===== src/rtl/aircon_pkg.sv =====
// aircon_pkg: shared types and default thresholds for the HVAC zone scheduler
package aircon_pkg;
    localparam int TEMP_W       = 5;
    localparam int HEAT_ON_DEF  = 18;
    localparam int SETPOINT_DEF = 20;
    localparam int COOL_ON_DEF  = 22;

    typedef enum logic [1:0] {IDLE, RUN, DWELL} state_e;
    typedef enum logic {HEAT, COOL} mode_e;
endpackage


===== src/rtl/rr_arbiter.sv =====
// rr_arbiter: combinational round-robin pick of the first request above last_grant
module rr_arbiter #(
    parameter int N  = 4,
    parameter int IW = (N > 1) ? $clog2(N) : 1
) (
    input  logic [N-1:0]  req,
    input  logic [IW-1:0] last_grant,
    output logic [N-1:0]  grant,
    output logic [IW-1:0] grant_idx
);
    logic [IW-1:0] cand;

    // Walk candidates from farthest to nearest so the nearest requester wins
    always_comb begin
        grant     = '0;
        grant_idx = '0;
        cand      = '0;
        for (int k = N; k >= 1; k--) begin
            cand = IW'((int'(last_grant) + k) % N);
            if (req[cand]) begin
                grant       = '0;
                grant[cand] = 1'b1;
                grant_idx   = cand;
            end
        end
    end
endmodule


===== src/rtl/hvac_zone_scheduler.sv =====
// hvac_zone_scheduler: shares one heat/cool plant across zones with hysteresis and dwell
module hvac_zone_scheduler
    import aircon_pkg::*;
#(
    parameter int N_ZONES   = 4,
    parameter int HEAT_ON   = HEAT_ON_DEF,
    parameter int COOL_ON   = COOL_ON_DEF,
    parameter int SETPOINT  = SETPOINT_DEF,
    parameter int MIN_RUN   = 4,
    parameter int MAX_RUN   = 16,
    parameter int DEAD_TIME = 3
) (
    input  logic                      clk,
    input  logic                      rst_n,
    input  logic                      enable,
    input  logic [TEMP_W*N_ZONES-1:0] zone_temp,
    output logic                      heating,
    output logic                      cooling,
    output logic [N_ZONES-1:0]        zone_sel,
    output logic                      busy
);
    localparam int IW = (N_ZONES > 1) ? $clog2(N_ZONES) : 1;
    localparam int RW = (MAX_RUN > 1) ? $clog2(MAX_RUN) : 1;
    localparam int DW = $clog2(DEAD_TIME + 1);

    logic [TEMP_W-1:0]  temps [N_ZONES];
    logic [N_ZONES-1:0] req_heat, req_cool, arb_grant;
    logic [IW-1:0]      arb_idx;
    logic               satisfied;

    state_e             state_q, state_d;
    mode_e              mode_q, mode_d;
    logic [IW-1:0]      idx_q, idx_d, last_q, last_d;
    logic [RW-1:0]      run_cnt_q, run_cnt_d;
    logic [DW-1:0]      dwell_cnt_q, dwell_cnt_d;
    logic               heating_q, heating_d, cooling_q, cooling_d, busy_q, busy_d;
    logic [N_ZONES-1:0] zone_sel_q, zone_sel_d;

    // Per-zone demand from unsigned threshold compares
    always_comb begin
        req_heat = '0;
        req_cool = '0;
        for (int i = 0; i < N_ZONES; i++) begin
            temps[i]    = zone_temp[i*TEMP_W +: TEMP_W];
            req_heat[i] = temps[i] <= TEMP_W'(HEAT_ON);
            req_cool[i] = temps[i] >= TEMP_W'(COOL_ON);
        end
    end

    rr_arbiter #(.N(N_ZONES), .IW(IW)) u_arb (
        .req        (req_heat | req_cool),
        .last_grant (last_q),
        .grant      (arb_grant),
        .grant_idx  (arb_idx)
    );

    assign satisfied = (mode_q == HEAT) ? temps[idx_q] >= TEMP_W'(SETPOINT)
                                        : temps[idx_q] <= TEMP_W'(SETPOINT);

    // Next-state and registered-output computation for IDLE/RUN/DWELL
    always_comb begin
        state_d     = state_q;
        mode_d      = mode_q;
        idx_d       = idx_q;
        last_d      = last_q;
        run_cnt_d   = run_cnt_q;
        dwell_cnt_d = dwell_cnt_q;
        heating_d   = heating_q;
        cooling_d   = cooling_q;
        zone_sel_d  = zone_sel_q;
        busy_d      = busy_q;
        case (state_q)
            IDLE: if (enable && |(req_heat | req_cool)) begin
                state_d    = RUN;
                mode_d     = req_heat[arb_idx] ? HEAT : COOL;
                idx_d      = arb_idx;
                run_cnt_d  = '0;
                heating_d  = req_heat[arb_idx];
                cooling_d  = !req_heat[arb_idx];
                zone_sel_d = arb_grant;
                busy_d     = 1'b1;
            end
            RUN: if (!enable || run_cnt_q == RW'(MAX_RUN - 1) ||
                     (satisfied && run_cnt_q >= RW'(MIN_RUN - 1))) begin
                state_d     = DWELL;
                last_d      = idx_q;
                heating_d   = 1'b0;
                cooling_d   = 1'b0;
                zone_sel_d  = '0;
                dwell_cnt_d = '0;
            end else begin
                run_cnt_d = run_cnt_q + 1'b1;
            end
            DWELL: if (dwell_cnt_q == DW'(DEAD_TIME - 1)) begin
                state_d     = IDLE;
                busy_d      = 1'b0;
                dwell_cnt_d = '0;
            end else begin
                dwell_cnt_d = dwell_cnt_q + 1'b1;
            end
            default: state_d = IDLE;
        endcase
    end

    // State and output registers with synchronous active-low reset
    always_ff @(posedge clk) begin
        if (!rst_n) begin
            state_q     <= IDLE;
            mode_q      <= HEAT;
            idx_q       <= '0;
            last_q      <= IW'(N_ZONES - 1);
            run_cnt_q   <= '0;
            dwell_cnt_q <= '0;
            heating_q   <= 1'b0;
            cooling_q   <= 1'b0;
            zone_sel_q  <= '0;
            busy_q      <= 1'b0;
        end else begin
            state_q     <= state_d;
            mode_q      <= mode_d;
            idx_q       <= idx_d;
            last_q      <= last_d;
            run_cnt_q   <= run_cnt_d;
            dwell_cnt_q <= dwell_cnt_d;
            heating_q   <= heating_d;
            cooling_q   <= cooling_d;
            zone_sel_q  <= zone_sel_d;
            busy_q      <= busy_d;
        end
    end

    assign heating  = heating_q;
    assign cooling  = cooling_q;
    assign zone_sel = zone_sel_q;
    assign busy     = busy_q;
endmodule


===== config.mk =====
export PLATFORM = sky130hd
export DESIGN_NAME = hvac_zone_scheduler
export DESIGN_NICKNAME = d
export VERILOG_FILES = /design/src/rtl/aircon_pkg.sv /design/src/rtl/rr_arbiter.sv /design/src/rtl/hvac_zone_scheduler.sv
export SDC_FILE = /design/constraint.sdc
export NUM_CORES = 1
export LEC_CHECK = 0
export CORE_AREA = 2 2 57 86
export CTS_BUF_LIST = sky130_fd_sc_hd__clkbuf_4 sky130_fd_sc_hd__clkbuf_8
export CTS_CLUSTER_SIZE = 12
export DETAILED_ROUTE_END_ITERATION = 6
export DIE_AREA = 0 0 59 88
export GPL_TIMING_DRIVEN = 0
export HOLD_SLACK_MARGIN = 0.08
export SLEW_MARGIN = 20
export SYNTH_ARGS = -nofsm -noshare
export SYNTH_HDL_FRONTEND = slang
export SYNTH_HIERARCHICAL = 1
export SYNTH_SLANG_ARGS = --single-unit

===== constraint.sdc =====
create_clock -name clk -period 3.6 [get_ports clk]
set_input_delay 0.72 -clock clk [delete_from_list [all_inputs] [get_ports clk]]
set_output_delay 0.72 -clock clk [all_outputs]
set_load 0.01 [all_outputs]

After elaboration in Yosys (flattened, before gate mapping):

Cells that the tools add are included.

* output and inout port bits: 7
* word-level logic and storage cells: 121
* flip-flop bits (word level): 20

* multiplexer cells: 52
* bitwise logic cells: 2
* reductions and logical operators: 22
* $add $sub $neg: 6
* equality and inequality tests: 8
* $lt $le $gt $ge: 21

Operator list (number)
* 4-bit 2-to-1 mux: 8
* 5-bit >= comparator, second input constant: 5
* 5-bit <= comparator, second input constant: 5
* 2-bit 2-to-1 mux: 9
* 1-bit 2-to-1 mux: 16
* 4-bit one-hot mux with 2 select lines: 2
* 2-bit by 3-bit < comparator with 1-bit output, second input constant: 5
* 3-bit AND reduction: 4
* 1-bit binary-select mux with 2-bit select: 5
* 5-bit binary-select mux with 2-bit select: 1
* 5-bit 2-to-1 mux: 2
* 1-bit demux with 2-bit select: 4
* 2-bit by 1-bit >= comparator with 1-bit output, second input constant: 4
* 2-bit inequality test, second input constant: 4
* 2-bit by 1-bit adder with 2-bit output, second input constant: 3
* 1-bit logical AND: 6
* 1-bit one-hot mux with 2 select lines: 3
* 2-bit one-hot mux with 3 select lines: 1
* 2-bit AND reduction: 3
* 2-bit nonzero test: 3
* 2-bit adder, second input constant: 2
* 4-bit by 1-bit adder with 4-bit output, second input constant: 1
* 2-bit == test, second input constant: 2
* 4-bit == test, second input constant: 1
* other kinds (10): 12

Depth between registers and ports, before layout:

Gate-level depths: netlist (run 1).

* depth after elaboration: 13
* mapped depth: 11
* depth with buffers taken out: 11

Cells and area by module:

Netlist (run 1), hierarchy kept.

By module, submodules not included
* hvac_zone_scheduler: area each 1243.7 um2, cells an instance 155, seq. area each 400.4 um2, times used 1
* rr_arbiter: area each 412.9 um2, cells an instance 49, seq. area each 0.0 um2, times used 1

Least setup slack after synthesis (run 1):

OpenSTA, ideal clock, no wires.

* path type: in2reg
* from: input zone_temp[10]
* to: register cooling_q, in the netlist cooling
* path slack: 782 ps
* arrival: 2743 ps
* path buffers: 0
* data required time: 3524 ps
* cell stages on the path: 10
* cell sequence: and3b_1 -> o21ai_0 -> mux2_2 -> mux2i_1 -> o2111ai_1 -> nand3_1 -> o211ai_1 -> o21ai_0 -> or2_1 -> o22ai_1

* longest elaborated chain between the ends: 13
* elaborated cells between the ends (all ways): 33
* those cells by class: order compare: 4; eq/ne: 2; mux: 20; bitwise: 1; reduce/logical: 6

RTL lines
* start: declaration: RTL line hvac_zone_scheduler.sv:16 `input logic [TEMP_W*N_ZONES-1:0] zone_temp,`
* 5-bit <= comparator / 5-bit >= comparator (equally long branches): RTL line hvac_zone_scheduler.sv:45, hvac_zone_scheduler.sv:46
* 4-bit bitwise OR (*): RTL line hvac_zone_scheduler.sv:51 `.req (req_heat | req_cool),`
* 1-bit binary-select mux with 2-bit select: RTL line rr_arbiter.sv:20 `if (req[cand]) begin`
* 1-bit 2-to-1 mux (not written as such): RTL line rr_arbiter.sv:20
* 2-bit 2-to-1 mux (3 in a row): RTL line rr_arbiter.sv:20
* 2-bit 2-to-1 mux (*): RTL line rr_arbiter.sv:20
* via arb_idx[0]: RTL line hvac_zone_scheduler.sv:28 `logic [IW-1:0] arb_idx;`
* 1-bit binary-select mux with 2-bit select (*): RTL line hvac_zone_scheduler.sv:79 `cooling_d = !req_heat[arb_idx];`
* 1-bit 2-to-1 mux (not written as such) (*): RTL line hvac_zone_scheduler.sv:79
* 1-bit logical NOT (*): RTL line hvac_zone_scheduler.sv:79
* 1-bit 2-to-1 mux (*): RTL line hvac_zone_scheduler.sv:73 `IDLE: if (enable && |(req_heat | req_cool)) begin`
* 1-bit one-hot mux with 2 select lines (*): RTL line hvac_zone_scheduler.sv:72 `case (state_q)`
* end signal: assignment: RTL line hvac_zone_scheduler.sv:126 `cooling_q <= cooling_d;`
* end: declaration: RTL line hvac_zone_scheduler.sv:36 `logic heating_q, heating_d, cooling_q, cooling_d, busy_q, busy_d;`

The timed path passes the listed nets; every way through them passes the cells marked *. The select of a mux whose other input is x is not followed.
A chain may end at the register's enable or synchronous reset.

Final worst setup path (run 1):

* from: input zone_temp[7]
* to: register cooling_q, in the netlist cooling

Same word-level chain as after synthesis.

==> results.cfg, run 1 <==
[power]
power_mw = 0.681
peakVddDrop_mv = 0.141
switchingPower_mw = 0.195
p_int_mw = 0.487
seq_power_share = 0.367
combPwrFrac = 0.306
p_leak_nw = 0.795
clkPwrFrac = 0.327
power_density_nw_per_um2 = 326
p_sw_frac = 0.286

[clocking]
numCtsBuffers = 3
clk_latency_ns = 0.26
cts_buffer_depth = 2
cts_num_sinks = 20
htree_levels = 1
hold_buffers = 0
cts_tree = done
path_clk_slew_ns = 0.08
cts_root_buf = clkbuf_8

[drt]
finalWirelength_um = 3870
final_antenna_net_count = 0
wl_per_cell_um = 13.5
num_vias = 1640
drt_pre_antenna_iters = 5
drc = 0
drt_iter0_markers = 56
vias_per_cell = 5.73

[floorplanning]
die-area_sq_um = 5190
fp.dieW_um = 59
num_rows = 30
core-area_sq_um = 4430
io_pins = 30
initial_core_util = 0.374
fp.dieH_um = 88

[synthesis]
yosysUniqueCellTypes = 55
synth_ff_type = dfxtp_1
syn_avg_cell_area_sq_um = 8.12
synth_top_area_frac = 0.242
syn_nets = 234
ys_seq_area_frac = 0.242
synth_area_leader_cell = dfxtp_1
postSynth.asyncResetShare = 0
synth_edf_count = 0
ys_seq_elements = 20
synthTopCellsByArea = dfxtp_1, nand2_1, ha_1
yosysWarnings = 6
syn-instance-count = 204
synth_area_sq_um = 1660

[setup_path]
cp-start-kind = input port
crit_type = in2reg
cp_data_arrival_time_ns = 3.55
required_ns = 3.79
critPathBufInv = 1
cp_slowest_cell = clkdlybuf4s50_1
max_stage_delay_ns = 0.53
cpLargestDelayFamily = compound AO/OA/AOI/OAI gates
worst-path-max-fanout = 9
path_cells = clkdlybuf4s50_1, and3b_1, o21ai_1, mux2_2, mux2i_2, o2111ai_1, nand3_1, o211ai_1, o21ai_0, or2_1, o22ai_1
end_kind = register

[final_layout]
final_nets = 269
layout_common_cells = clkdlybuf4s50_1, nand2_1, dfxtp_1, a21oi_1, nand3_1
fillCellCount = 463
antennaDiodeCount = 0
syn_to_final_growth_pct = 26.4
final_cells = 286
drive_gt1_frac = 0.118
mostFrequentLayoutCell = clkdlybuf4s50_1

[timing]
min_period_over_period = 0.935
worstMarginPinSlew_ns = 0.581
slew_headroom = 0.610
fin_worst_skew_ns = 0.00372
report.final.hold_viol_count = 0
rsz0062_at_grt = no
fin_crit_ns = 3.36
drv_slew = 0
finalSetupViolCount = 0
hold_slack_ns = 0.467
fin_setup_tns_ns = 0
fmax_mhz = 297

[place]
place.detailed.instances = 281
hpwl_um = 3030
port_buffers = 29
gp_congestion = 0.761

[global_routing]
grt.total_usage = 0.155
grt_pass1_wl_um = 6470
use_met2 = 0.299
grt_max_degree = 13
use_met1 = 0.174
grt_pass1_vias = 1504
gr-usage-met3 = 0.0148
grt-ovfl-total = 0
grt_busiest_layer = met2
antenna_found_initial = 0

[flow_run]
cap_violations = 0

[min_path]
hp-class = reg2reg

[status]
run_status = complete, no violations
[worst paths after layout]
kind	from	endpoint	slack, ns	depth (start not counted)
worst max register to register	last_q[1]$_SDFFE_PN1P_	cooling$_SDFFE_PN0P_	0.78	10
worst max-delay path	zone_temp[7]	cooling$_SDFFE_PN0P_	0.24	11
worst min register to register	zone_sel[1]$_SDFFE_PN0P_	zone_sel[1]$_SDFFE_PN0P_	0.47	2
worst min-delay path	zone_sel[1]$_SDFFE_PN0P_	zone_sel[1]$_SDFFE_PN0P_	0.47	2
[repair_timing]
action                     CTS  global route
setup endpoints to repair    2             3
buffers inserted             0             1
pin swaps                    0             1
resized for setup            1             2
[worst reg2reg max path: cells and delay by family, from the launching register on]
kind / cells / cell delay (ns)
AOI/OAI and AO/OA: 4 / 0.65
DFF: 1 / 0.52
and+or+nand+nor: 3 / 0.50
adders and majority gates: 1 / 0.46
muxes: 1 / 0.41
buffers and inverters: 1 / 0.21
[cells by family after synthesis]
| kind of cell | after synthesis | synth area share |
|---|---|---|
| and+or+nand+nor | 88 | 0.286 |
| DFF | 20 | 0.242 |
| muxes | 14 | 0.110 |
| AOI/OAI and AO/OA | 63 | 0.272 |
| adders and majority gates | 7 | 0.0529 |
| buffers and inverters | 12 | 0.0370 |
[registers in the layout (all words and copies together) (netlist names)]
name / flops
run_cnt_q: 4
zone_sel: 4
dwell_cnt_q: 2
idx_q: 2
last_q: 2
state_q: 2
busy: 1
cooling: 1
heating: 1
mode_q: 1
[area by class of cell]
cell class                 count  area, sq um  share of cell area
buffer                         6         38.8              0.0185
clock buffer                   3         41.3              0.0197
clock inverter                 1         30.0              0.0143
inverter                       6         22.5              0.0108
multi-input combinational    172         1200               0.574
sequential                    20          400               0.191
tap                           48         60.1              0.0287
timing repair buffer          30          298               0.142
[synthesized netlist by cell type, drive strengths merged (4+ instances only)]
library cell and n:
mux2 4, nor2b 13, nand2 26, nor2 11, dfxtp 20, a211o 4
inv 5, o21ai 12, mux2i 7, a21oi 15, a221oi 4, nand3 13
ha 7, and3b 5, o22ai 8
[metrics by stage]
stage | instance area, sq um | worst slack, ns | util
6_report | 2090 | 0.235 | 0.473
5_1_grt | 2090 | 0.00219 | 0.473
4_1_cts | 2080 | 0.104 | 0.469
3_5_place_dp | 2010 | -0.314 | 0.453
3_3_place_gp | 2010 | -0.322 | 0.453
2_1_floorplan | 1660 | 0.782 | -
[power by group through the flow]
stage          registers [mW]  clock network, mW  logic [mW]
2_1_floorplan           0.255                  0       0.132
3_3_place_gp            0.255                  0       0.205
3_5_place_dp            0.255                  0       0.206
4_1_cts                 0.250              0.227       0.207
5_1_grt                 0.253              0.234       0.229
6_report                0.250              0.223       0.209
[routing by layer]
metal,vias up,wire length [um]
met3,8,123
met1,752,1700
met5,-,0
met2,46,2000
li1,834,-
met4,0,55
No activity file was read; power rests on OpenSTA's default activity.
==> run 2, diff against run 1 <==
--- a/config.mk
+++ b/config.mk
@@ -5,11 +5,11 @@
 export SDC_FILE = /design/constraint.sdc
 export NUM_CORES = 1
 export LEC_CHECK = 0
-export CORE_AREA = 2 2 57 86
+export CORE_AREA = 5 5 60 89
 export CTS_BUF_LIST = sky130_fd_sc_hd__clkbuf_4 sky130_fd_sc_hd__clkbuf_8
 export CTS_CLUSTER_SIZE = 12
 export DETAILED_ROUTE_END_ITERATION = 6
-export DIE_AREA = 0 0 59 88
+export DIE_AREA = 0 0 65 94
 export GPL_TIMING_DRIVEN = 0
 export HOLD_SLACK_MARGIN = 0.08
 export SLEW_MARGIN = 20
==> run 2 against run 1 <==
Compared with the run above:
- first-iteration DRC count is 32% higher
- via count is 0.43% lower
- total power is 8.2% lower
- flip-flop and latch count stayed put
- register-to-register slack hardly changed
- sequential power hardly changed
- critical endpoint unchanged
==> results.cfg, run 2 (same netlist as run 1, synthesis figures left out) <==
[global_routing]
grt-ovfl-total = 0
gr-usage-met3 = 0.0132
grt.total_usage = 0.137
use_met2 = 0.265
grt_busiest_layer = met2
grt_max_degree = 12
grt_pass1_vias = 1559
grt_pass1_wl_um = 6890
antenna_found_initial = 0
use_met1 = 0.156

[drt]
finalWirelength_um = 3990
drt_iter0_markers = 74
drt_pre_antenna_iters = 4
num_vias = 1633
vias_per_cell = 5.67
final_antenna_net_count = 0
wl_per_cell_um = 13.9
drc = 0

[floorplanning]
num_rows = 30
die-area_sq_um = 6110
fp.dieW_um = 65
io_pins = 30
fp.dieH_um = 94
core-area_sq_um = 4470
initial_core_util = 0.371

[clocking]
htree_levels = 1
clk_latency_ns = 0.25
cts_root_buf = clkbuf_8
cts_tree = done
hold_buffers = 0
cts_num_sinks = 20
path_clk_slew_ns = 0.07
numCtsBuffers = 3
cts_buffer_depth = 2

[final_layout]
fin_util = 0.469
final_cells = 288
layout_common_cells = clkdlybuf4s50_1, nand2_1, dfxtp_1, a21oi_1, nand3_1
mostFrequentLayoutCell = clkdlybuf4s50_1
antennaDiodeCount = 0
final_nets = 271
syn_to_final_growth_pct = 26.5
final_area_sq_um = 2100
drive_gt1_frac = 0.129

[setup_path]
worst-path-max-fanout = 9
r2r_end = cooling$_SDFFE_PN0P_
cp-start-kind = input port
reg2reg_setup_slack_ns = 0.78
end_kind = register
worstRegToRegCells = 10
required_ns = 3.78
reg2reg_from = last_q[1]$_SDFFE_PN1P_
cp_data_arrival_time_ns = 3.51
crit_type = in2reg

[status]
run_status = complete, no violations

[timing]
drv_slew = 0
finalSetupViolCount = 0
report.final.hold_viol_count = 0
fmax_mhz = 300
fin_worst_skew_ns = 0.00202
fin_crit_ns = 3.34
worstMarginPinSlew_ns = 0.570
min_period_over_period = 0.927
slew_headroom = 0.617
rsz0062_at_grt = no
fin_setup_tns_ns = 0

[place]
port_buffers = 29
gp_congestion = 0.796
place.detailed.instances = 281
hpwl_um = 3140
placedInstanceArea_sq_um = 2010

[power]
power_density_nw_per_um2 = 299
p_leak_nw = 0.797
power_mw = 0.626
peakVddDrop_mv = 0.119

[min_path]
min_path_cells = 2
hold_start = zone_sel[0]$_SDFFE_PN0P_
hp-class = reg2reg
hold_end = zone_sel[0]$_SDFFE_PN0P_

[flow_run]
cap_violations = 0
[run 2: cell count changes in the layout (fill, tap and decap cells not counted), sizes merged]
cell    delta
buf        +2
bufinv     -1
clkbuf     +1
[run 2: how the worst max path moves through the flow]
stage	cells past startpoint	startpoint	slack (ns)	endpoint
floorplan	10	zone_temp[10]	0.78	cooling$_SDFFE_PN0P_
global placement	11	zone_temp[12]	-0.31	cooling$_SDFFE_PN0P_
detailed placement	11	zone_temp[12]	-0.29	cooling$_SDFFE_PN0P_
CTS	11	zone_temp[17]	0.09	cooling$_SDFFE_PN0P_
global route	11	zone_temp[12]	0.02	cooling$_SDFFE_PN0P_
finish	11	zone_temp[12]	0.26	cooling$_SDFFE_PN0P_
[run 2: repair_timing]
| item | CTS | global route |
|---|---|---|
| gates resized for setup | 1 | 3 |
| endpoints found under the setup margin | 2 | 3 |
| setup buffers | 0 | 3 |
| pin swaps | 0 | 1 |
[run 2: routing by layer]
| metal | wire length [um] | up-vias |
|---|---|---|
| met1 | 1670 | 759 |
| met2 | 2160 | 36 |
| met5 | 0 | - |
| li1 | - | 836 |
| met4 | 22 | 0 |
| met3 | 140 | 2 |
[run 2: layout make-up]
class	instances	area [sq um]
inverters	6	22.5
flip-flops and latches	20	400
well taps	48	60.1
fillers	474	2370
clock buffers	4	55.1
plain buffers	6	38.8
multi-input cells	172	1210
repair buffers	32	313
[run 2: worst max-delay path, cell delays in order]
cell             delay, ns
clkdlybuf4s50_1       0.52
and3b_1               0.19
o21ai_1               0.46
mux2_2                0.31
mux2i_2               0.12
o2111ai_1             0.40
nand3_1               0.12
o211ai_1              0.12
o21ai_0               0.15
or2_1                 0.25
o22ai_1               0.15
[run 2: stage by stage]
stage / hold WS (ns) / setup slack, ns
after floorplan: 0.449 / 0.782
after global placement: 0.457 / -0.306
after detailed placement: 0.459 / -0.288
after CTS: 0.470 / 0.0853
after global routing: 0.500 / 0.0245
final: 0.464 / 0.264
[run 2: power breakdown]
part           internal [mW]  switching (mW)  total [mW]
clock                 0.0970          0.0679       0.165
combinational          0.103           0.107       0.210
sequential             0.236          0.0140       0.250
total                  0.437           0.189       0.626
==> run 3, diff against run 2 <==
--- a/config.mk
+++ b/config.mk
@@ -7,6 +7,7 @@
 export LEC_CHECK = 0
 export CORE_AREA = 5 5 60 89
 export CTS_BUF_LIST = sky130_fd_sc_hd__clkbuf_4 sky130_fd_sc_hd__clkbuf_8
+export CTS_CLUSTER_DIAMETER = 120
 export CTS_CLUSTER_SIZE = 12
 export DETAILED_ROUTE_END_ITERATION = 6
 export DIE_AREA = 0 0 65 94
==> results of run 3 <==
Final layout, timing and power as in run 2 (identical DEF).
